### src/rtl/alu_pkg.sv
//------------------------------------------------------------------------------
// alu_pkg
// Shared encodings for the vector divide/modulo unit: lane-width codes,
// function codes, per-width lane masks and the controller state type.
// Revision: 1.0
//------------------------------------------------------------------------------
`default_nettype none

package alu_pkg;

  // Lane-width encodings carried on WW
  localparam logic [1:0] WW_8  = 2'b00;
  localparam logic [1:0] WW_16 = 2'b01;
  localparam logic [1:0] WW_32 = 2'b10;
  localparam logic [1:0] WW_64 = 2'b11;

  // Function codes handled by this unit
  localparam logic [5:0] VDIV = 6'b001110;
  localparam logic [5:0] VMOD = 6'b001111;

  // Marks the least significant bit of every lane. Bits are big-endian
  // numbered, so these are ordinary numeric constants: the lane LSB is the
  // numerically lowest bit of each lane. Clearing these bits after a left
  // shift stops a neighbouring lane's MSB from leaking into this lane.
  localparam logic [0:63] LSB_MASK_8  = 64'h0101_0101_0101_0101;
  localparam logic [0:63] LSB_MASK_16 = 64'h0001_0001_0001_0001;
  localparam logic [0:63] LSB_MASK_32 = 64'h0000_0001_0000_0001;
  localparam logic [0:63] LSB_MASK_64 = 64'h0000_0000_0000_0001;

  typedef enum logic [1:0] {
    ST_IDLE = 2'd0,
    ST_RUN  = 2'd1,
    ST_DONE = 2'd2
  } state_t;

  // Select the lane-LSB mask for a width code
  function automatic logic [0:63] lane_lsb_mask(input logic [1:0] ww);
    case (ww)
      WW_8:    lane_lsb_mask = LSB_MASK_8;
      WW_16:   lane_lsb_mask = LSB_MASK_16;
      WW_32:   lane_lsb_mask = LSB_MASK_32;
      default: lane_lsb_mask = LSB_MASK_64;
    endcase
  endfunction

  // Number of iterations (= lane width in bits) for a width code
  function automatic logic [6:0] lane_width(input logic [1:0] ww);
    lane_width = 7'd8 << ww;
  endfunction

endpackage

`default_nettype wire

### src/rtl/divmod_step.sv
//------------------------------------------------------------------------------
// divmod_step
// One restoring-division iteration for every lane in parallel. Each lane
// shifts {rem, dividend} left by one and subtracts the divisor when it fits.
// Purely combinational; all four lane widths are built and WW picks one.
// Revision: 1.0
//------------------------------------------------------------------------------
`default_nettype none

module divmod_step
  import alu_pkg::*;
(
  input  logic [0:63] i_rem,
  input  logic [0:63] i_div,
  input  logic [0:63] i_dsr,
  input  logic [1:0]  i_ww,
  output logic [0:63] o_rem,
  output logic [0:63] o_div,
  output logic [0:63] o_qbit
);

  logic [0:63] w_rem_c [4];
  logic [0:63] w_q_c   [4];

  for (genvar gw = 0; gw < 4; gw++) begin : g_width
    localparam int W = 8 << gw;
    localparam int N = 64 / W;

    logic [0:63] w_rem_w;
    logic [0:63] w_q_w;

    for (genvar gl = 0; gl < N; gl++) begin : g_lane
      localparam int B = gl * W;

      logic [W:0] w_sh;
      logic [W:0] w_diff;
      logic       w_ge;

      // W+1 bit window: the bit shifted out of the remainder still counts
      assign w_sh   = {i_rem[B +: W], i_div[B]};
      assign w_diff = w_sh - {1'b0, i_dsr[B +: W]};
      assign w_ge   = (w_sh >= {1'b0, i_dsr[B +: W]});

      // A zero divisor always "fits", so the lane ends with the dividend
      // as remainder and all-ones quotient without special casing.
      assign w_rem_w[B +: W] = w_ge ? w_diff[W-1:0] : w_sh[W-1:0];
      assign w_q_w[B +: W]   = {{(W-1){1'b0}}, w_ge};
    end

    assign w_rem_c[gw] = w_rem_w;
    assign w_q_c[gw]   = w_q_w;
  end

  // Pick the lane-width variant and advance the dividend within each lane
  always_comb begin
    o_rem  = w_rem_c[3];
    o_qbit = w_q_c[3];
    case (i_ww)
      WW_8:  begin o_rem = w_rem_c[0]; o_qbit = w_q_c[0]; end
      WW_16: begin o_rem = w_rem_c[1]; o_qbit = w_q_c[1]; end
      WW_32: begin o_rem = w_rem_c[2]; o_qbit = w_q_c[2]; end
      default: begin o_rem = w_rem_c[3]; o_qbit = w_q_c[3]; end
    endcase
    o_div = (i_div << 1) & ~lane_lsb_mask(i_ww);
  end

endmodule

`default_nettype wire

### src/rtl/vec_divmod_unit.sv
//------------------------------------------------------------------------------
// vec_divmod_unit
// Multi-cycle VDIV/VMOD responder: lane-parallel unsigned restoring division
// with a start/busy/done handshake. Returns quotient or remainder.
// Revision: 1.0
//------------------------------------------------------------------------------
`default_nettype none

module vec_divmod_unit
  import alu_pkg::*;
#(
  parameter int DATA_W = 64,
  parameter int CNT_W  = 7
) (
  input  logic              clk,
  input  logic              reset,
  input  logic              start,
  input  logic [0:DATA_W-1] rA_64bit_val,
  input  logic [0:DATA_W-1] rB_64bit_val,
  input  logic [0:5]        R_ins,
  input  logic [0:1]        WW,
  output logic              busy,
  output logic              done,
  output logic [0:DATA_W-1] div_out
);

  state_t             r_state;
  logic [CNT_W-1:0]   r_cnt;
  logic [0:63]        r_rem;
  logic [0:63]        r_div;
  logic [0:63]        r_dsr;
  logic [0:63]        r_quot;
  logic [5:0]         r_ins;
  logic [1:0]         r_ww;

  logic               w_accept;
  logic [0:63]        w_rem_nxt;
  logic [0:63]        w_div_nxt;
  logic [0:63]        w_qbit;
  logic [0:63]        w_quot_nxt;

  divmod_step u_step (
    .i_rem  (r_rem),
    .i_div  (r_div),
    .i_dsr  (r_dsr),
    .i_ww   (r_ww),
    .o_rem  (w_rem_nxt),
    .o_div  (w_div_nxt),
    .o_qbit (w_qbit)
  );

  // Only VDIV/VMOD starts seen in IDLE are taken
  assign w_accept   = (r_state == ST_IDLE) && start &&
                      ((R_ins == VDIV) || (R_ins == VMOD));
  // Quotient bits enter at each lane's LSB; the mask stops cross-lane spill
  assign w_quot_nxt = ((r_quot << 1) & ~lane_lsb_mask(r_ww)) | w_qbit;

  // Controller: capture on accept, iterate W times, then one DONE cycle.
  // The first RUN cycle raises busy, and the cycle after the last iteration
  // publishes the result, giving W+1 edges from accept to done.
  always_ff @(posedge clk or posedge reset) begin
    if (reset) begin
      r_state <= ST_IDLE;
      r_cnt   <= '0;
      r_rem   <= '0;
      r_div   <= '0;
      r_dsr   <= '0;
      r_quot  <= '0;
      r_ins   <= '0;
      r_ww    <= '0;
      busy    <= 1'b0;
      done    <= 1'b0;
      div_out <= '0;
    end else begin
      case (r_state)
        ST_IDLE: begin
          done <= 1'b0;
          if (w_accept) begin
            r_div   <= rA_64bit_val;
            r_dsr   <= rB_64bit_val;
            r_ins   <= R_ins;
            r_ww    <= WW;
            r_rem   <= '0;
            r_quot  <= '0;
            r_cnt   <= CNT_W'(lane_width(WW));
            r_state <= ST_RUN;
          end
        end
        ST_RUN: begin
          if (r_cnt != '0) begin
            busy   <= 1'b1;
            r_rem  <= w_rem_nxt;
            r_div  <= w_div_nxt;
            r_quot <= w_quot_nxt;
            r_cnt  <= r_cnt - CNT_W'(1);
          end else begin
            busy    <= 1'b0;
            done    <= 1'b1;
            div_out <= (r_ins == VMOD) ? r_rem : r_quot;
            r_state <= ST_DONE;
          end
        end
        ST_DONE: begin
          done    <= 1'b0;
          r_state <= ST_IDLE;
        end
        default: begin
          busy    <= 1'b0;
          done    <= 1'b0;
          r_state <= ST_IDLE;
        end
      endcase
    end
  end

endmodule

`default_nettype wire
### config.mk
export PLATFORM = sky130hd
export DESIGN_NAME = vec_divmod_unit
export DESIGN_NICKNAME = d
export VERILOG_FILES = /design/src/rtl/alu_pkg.sv /design/src/rtl/divmod_step.sv /design/src/rtl/vec_divmod_unit.sv
export SDC_FILE = /design/constraint.sdc
export NUM_CORES = 2
export LEC_CHECK = 0
export ABC_AREA = 0
export BUFFER_PORTS_ARGS = -buffer_cell sky130_fd_sc_hd__buf_2
export CAP_MARGIN = 5
export CORE_ASPECT_RATIO = 0.5
export CORE_UTILIZATION = 45
export DETAILED_ROUTE_END_ITERATION = 8
export SLEW_MARGIN = 0
export SYNTH_ARGS = -nofsm -noshare
export SYNTH_HDL_FRONTEND = slang
export SYNTH_SLANG_ARGS = --single-unit
### constraint.sdc
create_clock -name clk -period 12.87 [get_ports clk]
set_input_delay 0 -clock clk [delete_from_list [all_inputs] [get_ports clk]]
set_output_delay 0 -clock clk [all_outputs]
set_load 0.02 [all_outputs]
# Yosys cells after proc, flatten, opt, wreduce, memory -nomap -nowiden
# Index checks and enable logic that the tools add are counted.
word_totals:
  input_bits: 139
  register_bits: 339
  elab_cells: 107
  mem_count: 0
  ramBits: 0
  mem_bits_ro: 0
  latchBits: 0
classes:
  n_reduce_logical: 12
  bitwise: 5
  shifts: 1
  n_mul: 0
  mux: 37
  n_addsub: 16
  n_div: 0
  order_cmp: 15
  n_eq_ne: 10
ops:
  columns: ["op", "n"]
  rows:
  - ["$mux 64", 7]
  - ["$pmux 64 s2", 3]
  - ["$pmux 57 s3", 2]
  - ["$pmux 64 s3", 1]
  - ["$and 64x64->64", 2]
  - ["$ge 9x8->1", 8]
  - ["$ge 17x16->1", 4]
  - ["$ge 33x32->1", 2]
  - ["$ge 65x64->1", 1]
  - ["$mux 16", 4]
  - ["$mux 32", 2]
  - ["$mux 8", 8]
  - ["$not 57->64", 1]
  - ["$or 64x64->64", 1]
  - ["$sub 16x16->16", 4]
  - ["$sub 32x32->32", 2]
  - ["$sub 64x64->64", 1]
  - ["$sub 8x8->8", 8]
  - ["$eq 6x4->1 const B", 3]
  - ["$mux 7", 2]
  - ["$pmux 7 s2", 1]
  - ["$reduce_bool 7->1", 1]
  - ["$shl 4x2->7 const A", 1]
  - ["$sub 7x1->7 const B", 1]
  - ["15 further kinds", 26]

# Longest topological paths before layout
logic_depth:
  ltp_word: 7
  mapped_depth: 15
  ltp_nobuf: 14

# By module
# From an unflattened synthesis, not the netlist that was laid out.
unflattened:
  hier_cells: 3300
  hier_area_um2: 25966.2
modules_own_cells:
  columns: ["mod", "cells_per_inst", "area_per_inst_um2", "instances"]
  rows:
  - ["vec_divmod_unit", 1409, 13977.2, 1]
  - ["divmod_step", 1891, 11989.0, 1]

# Worst setup path before layout
# OpenSTA, ideal clock, no wires.
synth_timing:
  path_kind: "register to register"
  start: "register r_rem[55] in the netlist's numbering"
  end: "register r_rem[12] in the netlist's numbering"
  path_buffers: 4
  setup_time_ns: 0.131
  synth_period_minus_slack_ns: 3.061
  stages_incl_launch_ff: 13
  arrival_ns: 2.931
  slack_ns: 9.809
  required_ns: 12.739
  path_cell_list: "dfrtp_1 -> ha_1 -> buf_4 -> nand4_1 -> or2_1 -> nor4_4 -> nor3_4 -> o31a_1 -> buf_6 -> buf_4 -> buf_2 -> a221oi_1 -> a21oi_1"
synth_between:
  elab_chain_cells: 5
  elab_cells_between_ends: 6
synth_lines:
  columns: ["element", "line_no", "text"]
  rows:
  - ["start, declared", "vec_divmod_unit.sv:29", "logic [0:63] r_rem;"]
  - ["start signal, assigned", "vec_divmod_unit.sv:92", "r_rem <= w_rem_nxt;"]
  - ["$sub 64x64->64 / $ge 65x64->1 (equally long branches)", "divmod_step.sv:41, divmod_step.sv:42", null]
  - ["$mux 64 *", "divmod_step.sv:46", "assign w_rem_w[B +: W] = w_ge ? w_diff[W-1:0] : w_sh[W-1:0];"]
  - ["$pmux 64 s3 *", "divmod_step.sv:58", "case (i_ww)"]
  - ["$mux 64 *", "vec_divmod_unit.sv:90", "if (r_cnt != '0) begin"]
  - ["$pmux 64 s2 *", "vec_divmod_unit.sv:75", "case (r_state)"]
# Every way passes the cells marked *; elsewhere a longest branch is shown, timed or not. The select of a mux whose other input is x is not followed.
# A chain may end at the register's enable or synchronous reset.

# Worst setup path in the final report
layout_timing:
  start: "register r_rem[58] in the netlist's numbering"
  end: "register r_rem[18] in the netlist's numbering"
# The elaborated chain is that of the path after synthesis.

==> impl_metrics.ini <==
[status]
status = finished, final reports clean

[worst_setup_path]
worst-path-buf-inv = 0
worstPathArrival_ns = 5.09
slowest_stage = nand2_1
path_cells = ha_1, nand4_1, o221ai_2, a21oi_1, nor4_4, nor3_4, o31ai_4, nand2_1, o21ai_0, a21oi_1, a31o_1
reg2reg_depth = 11
critPathKind = reg -> reg
slowest_delay_ns = 0.75
crit_fanout = 14
critical_path_depth = 11
endpoint_kind = register
worst_ep_required_time_ns = 13.31
start_kind = register
cpMostUsedCell = a21oi_1
path_delay_family = compound AO/OA/AOI/OAI gates

[global_routing]
grt.total_usage_pct = 36.0
grt_max_degree = 109
grt_pass1_vias = 24600
grt_pass1_wl_um = 159000
antenna_found_initial = 2
overflow = 0

[detailed_routing]
wl_per_cell_um = 25.4
drt-vias-per-instance = 6.28
wirelength_um = 106000
firstDrtPassIters = 6
dr_total_vias = 26200
ant_nets = 0
drc = 0
dr.first_iter.drc_count = 3056

[yosys]
synth.cell_area_um2 = 25600
synth_cells = 3192
synth_top_area_share_pct = 33.2
synth.largest_area_cell = dfrtp_1
post_synth.cell_area_avg_um2 = 8.01
synthFlopType = dfrtp_1
yosysSeqAreaShare_pct = 33.2
ys_ff_latch = 339
synth_nets = 3426
ys_types = 104
synthTopCellsByArea = dfrtp_1, nand2_1, o21ai_0
synth_edf_count = 0
async_reset_ff_share_pct = 100
synth_warnings = 0

[cts]
clk_latency_ns = 0.58
cts.sinks = 339
cts_tree = done
cts_root_buffer = clkbuf_16
numCtsBuffers = 35
cts_resized = 0
htree_levels = 2
clockBufferDepth = 3
clkTransAtPathRegs_ns = 0.07

[timing]
setup_tns_ns = 0
max_freq_ghz = 0.215
slew_violations = 0
fin_crit_ns = 4.66
fin_crit_sh_pct = 36.2
slew_headroom_pct = 18.2
grt_setup_unrepaired = no
worst_pin_slew_ns = 1.22
fin_skew_ns = 0.0325
setup_viol = 0
hold_viol = 0

[floorplanning]
ios = 205
die_x_um = 339
rows = 61
fp.dieArea_um2 = 57800
die_y_um = 171
core_um2 = 55800
start_util_pct = 45.8

[place]
gp_congestion = 1.03
dpl.hpwl_um = 75900
portBuffers = 204

[final_layout]
multi_input_area_um2 = 15700
fillers = 5389
ff_latch_area_um2 = 8480
nets = 3630
drive_above_1_share_pct = 12.9
final_cell_mix = nand2_1, dfrtp_1, o21ai_0, a21oi_1, nor2_1
area_growth_pct = 15.3
layout_commonest_cell = nand2_1

[min_path]
hold_path_class = in -> async

[flow_run]
cap_violations = 0
cell type report:
| type | count | share of cell area, % |
|---|---|---|
| multi-input cells | 2511 | 53.3 |
| diodes | 1 | 0.00849 |
| inverters | 130 | 1.69 |
| clock buffers | 48 | 3.45 |
| well taps | 756 | 3.21 |
| clock inverters | 14 | 0.450 |
| flip-flops and latches | 339 | 28.8 |
| repair buffers | 379 | 9.08 |
sequential cells by signal, summed over array words and instances, names as in the netlist:
register  cells
r_cnt         7
r_dsr        64
r_quot       64
div_out      64
r_rem        64
r_ww          2
busy          1
r_ins         6
done          1
r_state       2
r_div        64
worst min-delay path, stage by stage:
cell           delay [ns]
dlygate4sd3_1        0.53
buf_2                0.15
inv_8                0.36
per-layer routing:
metal | vias to the layer above | share of wire, % | track usage [%]
met5 | - | 0.011 | 0
met4 | 2 | 2.7 | 10.1
met3 | 187 | 10 | 9.14
met2 | 1243 | 42 | 52.7
met1 | 12800 | 45 | 52.1
li1 | 12000 | - | -
stage by stage:
stage          hold WS, ns  cell area (um2)  utilization, %  worst slack (ns)  cells
3_5_place_dp        0.0977            27000            48.4              8.40   3983
3_3_place_gp         0.102            27000            48.4              8.48   3983
5_1_grt             0.0789            29500            52.8              8.01   4177
6_report            0.0177            29500            52.8              8.21   4178
2_1_floorplan        0.145            25600               -              3.48   3192
4_1_cts             0.0355            29500            52.8              8.37   4177
synthesized netlist by cell type, types with 12 or more instances:
| master | count |
|---|---|
| a211oi_1 | 35 |
| a21o_1 | 47 |
| a21oi_1 | 263 |
| a221o_1 | 21 |
| a221oi_1 | 35 |
| a22o_1 | 12 |
| a31oi_1 | 88 |
| a32o_1 | 13 |
| and2_1 | 15 |
| buf_1 | 22 |
| buf_2 | 44 |
| buf_4 | 15 |
| clkbuf_1 | 128 |
| dfrtp_1 | 339 |
| fa_1 | 15 |
| ha_1 | 80 |
| inv_1 | 127 |
| mux2_2 | 67 |
| mux2i_1 | 72 |
| nand2_1 | 530 |
| nand2b_1 | 15 |
| nand3_1 | 97 |
| nand4_1 | 55 |
| nor2_1 | 240 |
| nor3_1 | 34 |
| o211ai_1 | 32 |
| o21a_1 | 28 |
| o21ai_0 | 266 |
| o21ai_1 | 29 |
| o21bai_1 | 25 |
| o221ai_1 | 32 |
| o22ai_1 | 12 |
| o31ai_1 | 17 |
| xnor2_1 | 92 |
| xor2_1 | 67 |
path summary, 6_finish.rpt:
kind / to / start / slack, ns
setup / recovery: r_rem[18] / r_rem[58] / 8.21
setup reg to reg: r_rem[18] / r_rem[58] / 8.21
min in group clk: r_quot[22] / R_ins[3] / 0.13
hold reg to reg: div_out[26] / div_out[26] / 0.47
max in group asynchronous: r_rem[18] / reset / 10.69
hold / removal: r_quot[57] / reset / 0.02
logic make-up after synthesis:
kind of cell	share of synthesized area, %
and+or+nand+nor	18.4
AOI/OAI and AO/OA	26.5
buffers and inverters	5.50
DFF	33.2
xor gates and xnor gates	5.45
muxes	5.86
adders and majority gates	5.09
what timing repair did:
action | 4_1_cts | 5_1_grt
hold buffers | 132 | 0
setup buffers | 0 | 0
hold endpoints to repair | 211 | 0
Power is not shown: default switching activity piles up to over one toggle a cycle in this logic, so the estimate is an artifact.
